[config.mk]
export PLATFORM = sky130hd
export DESIGN_NAME = mem_port_arbiter
export DESIGN_NICKNAME = d
export VERILOG_FILES = /design/src/rtl/mem_port_arbiter_pkg.sv /design/src/rtl/mem_port_arbiter_owner_pipe.sv /design/src/rtl/mem_port_arbiter.sv
export SDC_FILE = /design/constraint.sdc
export NUM_CORES = 1
export LEC_CHECK = 0
export CORE_AREA = 2 2 106 108
export DETAILED_ROUTE_END_ITERATION = 6
export DIE_AREA = 0 0 108 110
export PLACE_DENSITY = 0.68
export SLEW_MARGIN = 20
export SYNTH_ARGS = -nofsm -noshare
export SYNTH_HDL_FRONTEND = slang
export SYNTH_SLANG_ARGS = --single-unit
[constraint.sdc]
create_clock -name clk -period 2.2 [get_ports clk]
set_input_delay 0.44 -clock clk [delete_from_list [all_inputs] [get_ports clk]]
set_output_delay 0.44 -clock clk [all_outputs]
set_load 0.01 [all_outputs]
[src/rtl/mem_port_arbiter_pkg.sv]
// Shared types for the IF/LS memory port arbiter: RW_type encodings and read-owner tags.
package mem_port_arbiter_pkg;

  localparam int unsigned RW_TYPE_W = 3;

  localparam logic [RW_TYPE_W-1:0] RW_BYTE   = 3'b000;
  localparam logic [RW_TYPE_W-1:0] RW_HALF   = 3'b001;
  localparam logic [RW_TYPE_W-1:0] RW_WORD   = 3'b010;
  localparam logic [RW_TYPE_W-1:0] RW_BYTE_U = 3'b100;
  localparam logic [RW_TYPE_W-1:0] RW_HALF_U = 3'b101;

  typedef enum logic {
    OWNER_IF = 1'b0,
    OWNER_LS = 1'b1
  } owner_e;

  typedef struct packed {
    logic   valid;
    owner_e owner;
  } owner_tag_t;

endpackage

[src/rtl/mem_port_arbiter_owner_pipe.sv]
// Tracks which port owns each in-flight read; the tail lines up with mem_rdata.
module arb_owner_pipe
  import mem_port_arbiter_pkg::*;
#(
  parameter int unsigned MEM_LAT = 1
) (
  input  logic       clk,
  input  logic       rst_n,
  input  owner_tag_t push,
  output owner_tag_t tail
);

  owner_tag_t stage_q [MEM_LAT];

  // Reset drops every in-flight read so nothing returns after release.
  always_ff @(posedge clk or negedge rst_n) begin
    if (!rst_n) begin
      for (int i = 0; i < int'(MEM_LAT); i++) begin
        stage_q[i] <= '0;
      end
    end else begin
      stage_q[0] <= push;
      for (int i = 1; i < int'(MEM_LAT); i++) begin
        stage_q[i] <= stage_q[i-1];
      end
    end
  end

  assign tail = stage_q[MEM_LAT-1];

endmodule

[src/rtl/mem_port_arbiter.sv]
// Shares one single-port synchronous memory between IF and LS; LS wins conflicts unless
// IF has been denied STARVE_MAX cycles in a row. Read data is routed back to its owner.
module mem_port_arbiter
  import mem_port_arbiter_pkg::*;
#(
  parameter int unsigned ADDR_W     = 32,
  parameter int unsigned DATA_W     = 32,
  parameter int unsigned MEM_LAT    = 1,
  parameter int unsigned STARVE_MAX = 4
) (
  input  logic                 clk,
  input  logic                 rst_n,
  input  logic                 if_req,
  input  logic [ADDR_W-1:0]    if_addr,
  output logic                 if_gnt,
  output logic                 if_rvalid,
  output logic [DATA_W-1:0]    if_rdata,
  input  logic                 ls_req,
  input  logic                 ls_we,
  input  logic [RW_TYPE_W-1:0] ls_type,
  input  logic [ADDR_W-1:0]    ls_addr,
  input  logic [DATA_W-1:0]    ls_wdata,
  output logic                 ls_gnt,
  output logic                 ls_rvalid,
  output logic [DATA_W-1:0]    ls_rdata,
  output logic                 mem_en,
  output logic                 mem_we,
  output logic [RW_TYPE_W-1:0] mem_type,
  output logic [ADDR_W-1:0]    mem_addr,
  output logic [DATA_W-1:0]    mem_wdata,
  input  logic [DATA_W-1:0]    mem_rdata,
  output logic                 stat_conflict,
  output logic                 stat_if_stall
);

  localparam int unsigned CNT_W = $clog2(STARVE_MAX + 1);

  logic [CNT_W-1:0] starve_q;
  logic             starved;
  owner_tag_t       push_tag;
  owner_tag_t       tail_tag;

  assign starved = (starve_q == CNT_W'(STARVE_MAX));

  // Grants are gated by rst_n so every output is quiet while reset is held.
  always_comb begin
    if_gnt = 1'b0;
    ls_gnt = 1'b0;
    if (rst_n) begin
      if (ls_req && (!if_req || !starved)) begin
        ls_gnt = 1'b1;
      end else if (if_req) begin
        if_gnt = 1'b1;
      end
    end
  end

  // Saturating count of consecutive IF denials.
  always_ff @(posedge clk or negedge rst_n) begin
    if (!rst_n) begin
      starve_q <= '0;
    end else if (!if_req || if_gnt) begin
      starve_q <= '0;
    end else if (!starved) begin
      starve_q <= starve_q + CNT_W'(1);
    end
  end

  always_comb begin
    mem_en    = 1'b0;
    mem_we    = 1'b0;
    mem_type  = '0;
    mem_addr  = '0;
    mem_wdata = '0;
    if (ls_gnt) begin
      mem_en    = 1'b1;
      mem_we    = ls_we;
      mem_type  = ls_type;
      mem_addr  = ls_addr;
      mem_wdata = ls_wdata;
    end else if (if_gnt) begin
      mem_en    = 1'b1;
      mem_type  = RW_WORD;
      mem_addr  = if_addr;
    end
  end

  assign stat_conflict = rst_n & if_req & ls_req;
  assign stat_if_stall = rst_n & if_req & ~if_gnt;

  // Stores complete at grant, so only reads occupy a pipeline slot.
  always_comb begin
    push_tag.valid = if_gnt | (ls_gnt & ~ls_we);
    push_tag.owner = ls_gnt ? OWNER_LS : OWNER_IF;
  end

  arb_owner_pipe #(
    .MEM_LAT(MEM_LAT)
  ) u_owner_pipe (
    .clk  (clk),
    .rst_n(rst_n),
    .push (push_tag),
    .tail (tail_tag)
  );

  always_comb begin
    if_rvalid = tail_tag.valid && (tail_tag.owner == OWNER_IF);
    ls_rvalid = tail_tag.valid && (tail_tag.owner == OWNER_LS);
    if_rdata  = if_rvalid ? mem_rdata : '0;
    ls_rdata  = ls_rvalid ? mem_rdata : '0;
  end

endmodule

==> impl_results.md, run 1 <==
- WP buf/inv: 6
- Syn nets: 324
- Most common cell after layout, fill and taps aside: clkdlybuf4s50_1
- Num CTS Buffers: 3
- I/O Buffers: 274
- Status: complete, but fails checks
- Yosys top cell area share: 31.9%
- Antenna-violating nets left: 0
- Cell taking the most area after synthesis: and2_1
- Final Hold Viols: 0
- H-tree depth: 1
- Grt total ovfl: 0
- Critical-path maximum fanout: 8
- Share of power burned in registers: 9.7%
- Drt first pass iters: 6
- Worst rel slew slack: 78.6%
- Largest cells by area after synthesis: and2_1 (32%), a22o_1 (20%), and3_1 (15%)
- Sequential fraction of the synthesis area: 9.39%
- Number of diodes: 0
- Synth unique cells: 24
- Final worst-path cycle share: 104%
- DR vias: 2,595
- Vias per cell: 4.15
- Crit path cell chain: inv_2 -> ha_4 -> buf_6 -> nand2_4 -> a21oi_4 -> buf_6 -> buf_8 -> buf_16 -> a22o_1 -> buf_2
- Critical Path Stages: 10
- WP data required: 1760 ps
- Switch Pwr: 0.330 mW
- Worst-Skew Late Latency: 220 ps
- Area Growth Syn to Fin: 240%
- Core box area: 10,700 sq um
- FF-to-FF Start: starve_q[0]
- Kind of critical path: reg -> out
- Yosys warning count: 0
- Unrepaired setup endpoints after global routing: true
- Flop2flop setup slack: 620 ps
- Crit. End Element: output pin
- Number of max-cap violations: 0
- Crit path largest cell delay: 380 ps
- Hold Crit Class: in -> async
- Setup TNS: -969 ps
- TritonCTS clock tree: built
- I/O Pins: 275
- Cell Int Power: 0.732 mW
- Commonest cells after routing, fill and taps aside: clkdlybuf4s50_1 (199), and2_1 (64), buf_2 (37)
- Layout Nets: 624
- Pre-CTS WS: -528 ps
- Flops & latches, synth: 5
- Placer congestion estimate: 0.730
- Clock root buffer master: clkbuf_8
- Drt initial violations: 135
- Global Route Usage Sum: 16.0%
- R2R cell count: 9
- Initial antenna violation count: 1
- Avg Cell Area, Syn: 7.16 sq um
- Setup ws final: -79.9 ps
- CTS max path bufs: 2
- Clock-pin slew on the worst setup and hold paths: 40 ps
- Slew Limit Fails: 0
- Sw Share: 31.1%
- Num rows: 38
- Min Clock Period, post-route: 2280 ps
- Top cell by count, worst path: buf_6
- Pin count of the biggest net entering global routing: 34
- Mapped cell area: 1330 sq um
- Final wirelength: 10,500 um
- Routed WL per cell: 16.8 um
- Metal-1 WL: 3560 um
- Uppermost layer routed: met5
- DIE HEIGHT: 110 um
- Die Wd: 108 um
- Pwr/cell area: 234 nW/um^2
- Fillers: 1,071
- Die area: 11,900 sq um
- RR Endpoint: starve_q[1]
- Top cell family by delay on the critical path: buffers and inverters
- Starting Density: 12.5%
- CP Launch Point: starve_q[0]
- Vias in the first global route: 2,611
- Tightest Pin Transition: 318 ps
- Hold buffers post-CTS: 0
- Met2 wire length: 5810 um
- Comb pwr share: 74.3%
- Setup violations, final: 16
- Clock skew: 2.24 ps
- First-pass GRT wire length: 14,400 um
- Leak: 2.12 nW
- Clock power frac: 15.9%
- Critical Path AT: 1840 ps
- Post-DP HPWL: 7770 um
- Gate Count Post-Synth: 186
- Layout cells sized above 1: 27.4%
- DRC errors left: 0
- Failing checks: negative setup slack
- Max VDD drop: 0.000148 V
- Clock sinks: 5
- F_max: 0.439 GHz
- CP max-delay cell: dfrtp_1
- Type of origin of the critical path: flop
- Met3 wire len: 1070 um
- Fin util: 42.4%
[sequential cells by signal, indices dropped and copies added, names as in the netlist]
| register | flops |
|---|---|
| starve_q | 3 |
| u_owner_pipe.tail | 2 |
[per-layer routing]
metal	up-vias	track usage (%)
li1	1252	-
met1	1161	15.6
met2	174	33.3
met3	6	4.82
met4	2	2.38
met5	-	0
[power by group through the flow]
| stage | Sequential (mW) | Clock, mW | Combinational, mW |
|---|---|---|---|
| 2_1_floorplan | 0.105 | 0 | 0.212 |
| 3_3_place_gp | 0.103 | 0 | 0.720 |
| 3_5_place_dp | 0.104 | 0 | 0.729 |
| 4_1_cts | 0.103 | 0.175 | 0.803 |
| 5_1_grt | 0.104 | 0.188 | 0.838 |
| 6_report | 0.103 | 0.169 | 0.789 |
[worst max path at each step]
stage / to
finish: mem_addr[17]
global route: mem_addr[17]
CTS: mem_addr[1]
detailed placement: mem_addr[8]
global placement: mem_addr[1]
floorplan: mem_addr[25]
[cells by family (layout without fill, tap and decap cells)]
kind of cell	count (synthesis)	after routing	share of synthesized area (%)
flip-flops	5	5	9.39
AND/OR/NAND/NOR	115	115	52.4
AO/OA/AOI/OAI	40	40	27.0
adder cells (fa/ha/maj)	2	2	1.88
buffers and inverters	24	323	9.30
[stage by stage]
step,std cells,hold WS (ps),total power [mW],area (sq um)
finish,625,330,1.06,4530
global placement,597,645,0.824,4310
global route,625,349,1.13,4530
detailed placement,597,671,0.832,4310
floorplan,186,144,0.316,1330
CTS,627,322,1.08,4660
[cells in the mapped netlist, drive strengths merged]
master and number:
and2 69, and3 33, a22o 32, buf 10, clkbuf 10, nand2 8, dfrtp 5, inv 4
a21o 2, ha 2, o21ai 2, o22ai 2, a21oi 1, a31oi 1, nand3 1, nor2 1
nor2b 1, nor3 1, or2 1
[layout make-up]
type | count | area, sq um | share of cell area (%)
timing repair buffer | 315 | 3040 | 67.1
multi-input combinational | 157 | 1130 | 24.9
tap | 140 | 175 | 3.86
sequential | 5 | 125 | 2.76
clock buffer | 4 | 45.0 | 0.993
inverter | 4 | 15.0 | 0.331
[repair_timing]
item / 4_1_cts / 5_1_grt
resized for setup: 266 / 51
cloned: 10 / 1
pin swaps: 15 / 14
endpoints found under the setup margin: 73 / 71
setup buffers: 18 / 2
Note: power is estimated with default switching activity, not from simulation.
==> run 2: changes to the inputs <==
--- a/config.mk
+++ b/config.mk
@@ -8,8 +8,10 @@
 export CORE_AREA = 2 2 106 108
 export DETAILED_ROUTE_END_ITERATION = 6
 export DIE_AREA = 0 0 108 110
+export GPL_TIMING_DRIVEN = 0
 export PLACE_DENSITY = 0.68
 export SLEW_MARGIN = 20
 export SYNTH_ARGS = -nofsm -noshare
 export SYNTH_HDL_FRONTEND = slang
+export SYNTH_HIERARCHICAL = 1
 export SYNTH_SLANG_ARGS = --single-unit
==> impl_results.md, run 2 <==
- Status: finished, final reports clean (was complete, but fails checks)
- Compound-Gate Fraction of Synth Area: 27.0% (unchanged)
- Critical-path maximum fanout: 7 (was 8)
- I/O Buffers: 273 (was 274)
- Min Clock Period, post-route: 2170 ps (was 2280 ps)
- DR vias: 2,506 (was 2,595)
- WP data required: 1760 ps (about the same)
- Top cell family by delay on the critical path: buffers and inverters (unchanged)
- Synth unique cells: 24 (unchanged)
- Largest family of logic cells by synthesized area: simple AND/OR/NAND/NOR gates (unchanged)
- Hold Crit Class: in -> async (unchanged)
- Setup TNS: 0 ps (was -969 ps)
- Most flop-heavy register: starve_q (unchanged)
- Avg Cell Area, Syn: 7.16 sq um (unchanged)
- Fin util: 40.7% (was 42.4%)
- Leak: 2.26 nW (was 2.12 nW)
- Final Hold Viols: 0 (unchanged)
- DIE HEIGHT: 110 um (unchanged)
- Share of power burned in registers: 10.9% (was 9.7%)
- Post-Synth Simple-Gate Area: 52.4% (unchanged)
- Tightest Pin Transition: 286 ps (was 318 ps)
- Synth Area in XOR/XNOR: 0% (unchanged)
- Clock sinks: 5 (unchanged)
- Crit path cell chain: inv_2 -> ha_4 -> nand2_4 -> a21oi_4 -> buf_12 -> buf_8 -> buf_12 -> a22o_1 -> buf_6 (was inv_2 -> ha_4 -> buf_6 -> nand2_4 -> a21oi_4 -> buf_6 -> buf_8 -> buf_16 -> a22o_1 -> buf_2)
- Mux cell area share after synthesis: 0% (unchanged)
- F_max: 0.460 GHz (was 0.439 GHz)
- Pwr/cell area: 227 nW/um^2 (was 234 nW/um^2)
- Slew Limit Fails: 0 (unchanged)
- Routed WL per cell: 15.2 um (was 16.8 um)
- Grt total ovfl: 0 (unchanged)
- Max VDD drop: 0.000119 V (was 0.000148 V)
- Starting Density: 12.5% (unchanged)
- Critical Path AT: 1730 ps (was 1840 ps)
- H-tree depth: 1 (unchanged)
- Sequential fraction of the synthesis area: 9.39% (unchanged)
- Gate Count Post-Synth: 186 (unchanged)
- Drt first pass iters: 4 (was 6)
- Comb pwr share: 71.8% (was 74.3%)
- Num CTS Buffers: 3 (unchanged)
- Clock root buffer master: clkbuf_8 (unchanged)
- Number of max-cap violations: 0 (unchanged)
- Count leader, synth: and2_1 (unchanged)
- Type of origin of the critical path: flop (unchanged)
- CTS max path bufs: 2 (unchanged)
- Clock skew: 1.10 ps (was 2.24 ps)
- Antenna-violating nets left: 0 (unchanged)
- Synth Area in Adders: 1.88% (unchanged)
- Drt initial violations: 61 (was 135)
- Cell Int Power: 0.676 mW (was 0.732 mW)
- Max reg flops: 3 (unchanged)
- WP buf/inv: 5 (was 6)
- Placer congestion estimate: 0.737 (was 0.730)
- Post-synth EDFFs: 0 (unchanged)
- Layout cells sized above 1: 21.7% (was 27.4%)
- I/O Pins: 275 (unchanged)
- Clock power frac: 17.4% (was 15.9%)
- Crit path largest cell delay: 380 ps (about the same)
- Fillers: 1,068 (was 1,071)
- Yosys warning count: 6 (was 0)
- Post-DP HPWL: 8200 um (was 7770 um)
- Layout Nets: 614 (was 624)
- Crit. End Element: output pin (unchanged)
- Most common cell after layout, fill and taps aside: clkdlybuf4s50_1 (unchanged)
- Top cell by count, worst path: buf_12 (was buf_6)
- Post-synth top cells: and2_1 (68), and3_1 (33), a22o_1 (30) (unchanged)
- Switch Pwr: 0.312 mW (was 0.330 mW)
- Number of diodes: 0 (unchanged)
- Fin Hold WS: 51.3 ps (was 330 ps)
- First-pass GRT wire length: 12,500 um (was 14,400 um)
- Die area: 11,900 sq um (unchanged)
- DRC errors left: 0 (unchanged)
- Clock-pin slew on the worst setup and hold paths: 40 ps (about the same)
- Num rows: 38 (unchanged)
- TritonCTS clock tree: built (unchanged)
- Die Wd: 108 um (unchanged)
- Worst-Skew Late Latency: 220 ps (about the same)
- Vias in the first global route: 2,440 (was 2,611)
- Hold buffers post-CTS: 0 (unchanged)
- Dpl cell area: 4240 sq um (was 4310 sq um)
- Cell taking the most area after synthesis: and2_1 (unchanged)
- Final wirelength: 9380 um (was 10,500 um)
- Vias per cell: 4.07 (was 4.15)
- Flops & latches, synth: 5 (unchanged)
- Final worst-path cycle share: 98.7% (was 104%)
- Unrepaired setup endpoints after global routing: true (unchanged)
- Global Route Usage Sum: 13.4% (was 16.0%)
- Fraction of registers with async set/reset: 100% (unchanged)
- Mapped cell area: 1330 sq um (unchanged)
- Sw Share: 31.5% (was 31.1%)
- Largest cells by area after synthesis: and2_1 (32%), a22o_1 (20%), and3_1 (15%) (unchanged)
- Pin count of the biggest net entering global routing: 12 (was 34)
- Core box area: 10,700 sq um (unchanged)
- Syn nets: 324 (unchanged)
- Yosys top cell area share: 31.9% (unchanged)
- Prevailing post-synth register cell: dfrtp_1 (unchanged)
- CP max-delay cell: dfrtp_1 (unchanged)
- Design area: 4350 sq um (was 4530 sq um)
- Area Growth Syn to Fin: 227% (was 240%)
- Power Total: 0.988 mW (was 1.06 mW)
- Commonest cells after routing, fill and taps aside: clkdlybuf4s50_1 (183), and2_1 (68), clkbuf_2 (43) (was clkdlybuf4s50_1 (199), and2_1 (64), buf_2 (37))
- Worst rel slew slack: 80.9% (was 78.6%)
- Setup violations, final: 0 (was 16)
- Initial antenna violation count: 0 (was 1)
- Kind of critical path: reg -> out (unchanged)
[run 2: per-stage QoR]
| step | worst slack [ps] | instances |
|---|---|---|
| 3_5_place_dp | -956 | 599 |
| 2_1_floorplan | 357 | 186 |
| 4_1_cts | -2.19 | 613 |
| 3_3_place_gp | -910 | 599 |
| 6_report | 27.8 | 615 |
| 5_1_grt | -63.5 | 615 |
[run 2: final timing paths]
| path | end | from | slack [ps] | cells after the start |
|---|---|---|---|---|
| max reg2reg | starve_q[2] | starve_q[0] | 770 | 8 |
| max in group asynchronous | u_owner_pipe/tail[1] | rst_n | 1970 | 1 |
| min | starve_q[1] | rst_n | 50 | 1 |
| max | mem_addr[25] | starve_q[0] | 30 | 9 |
| min in group clk | starve_q[2] | if_req | 550 | 3 |
| min reg2reg | starve_q[0] | starve_q[0] | 590 | 3 |
[run 2: metal layers]
metal	global-route usage, %	part of all wire [%]	routed length, um
met2	29.6	56	5240
met5	0	0	0
met1	12.1	32	3000
met4	1.83	0.69	65
met3	3.41	11	1070
[run 2: area by class of cell]
| type | count | area (sq um) | share of cell area [%] |
|---|---|---|---|
| clock buffers | 4 | 45.0 | 1.03 |
| multi-input cells | 157 | 1120 | 25.7 |
| repair buffers | 285 | 2710 | 62.2 |
| inverters | 4 | 15.0 | 0.345 |
| well taps | 140 | 175 | 4.02 |
| plain buffers | 20 | 165 | 3.79 |
| flip-flops and latches | 5 | 128 | 2.93 |
[run 2: cell families (layout without fill, tap and decap cells)]
logic type	Yosys count	count (layout)
flip-flops	5	5
AND/OR/NAND/NOR	115	115
adder cells (fa/ha/maj)	2	2
AO/OA/AOI/OAI	40	40
buffers and inverters	24	313
[run 2: repair_timing]
item                       4_1_cts  5_1_grt
setup endpoints to repair      115      122
gates resized for setup        149      138
pin swaps                        2        3
buffers inserted                 9        3
cloned                           1        0
[run 2: power groups by stage]
stage               combinational (mW)  clock (mW)  sequential, mW
floorplan                        0.212           0           0.105
global placement                 0.701           0           0.108
detailed placement               0.708           0           0.108
CTS                              0.696       0.176           0.108
global route                     0.756       0.182           0.108
finish                           0.709       0.172           0.107
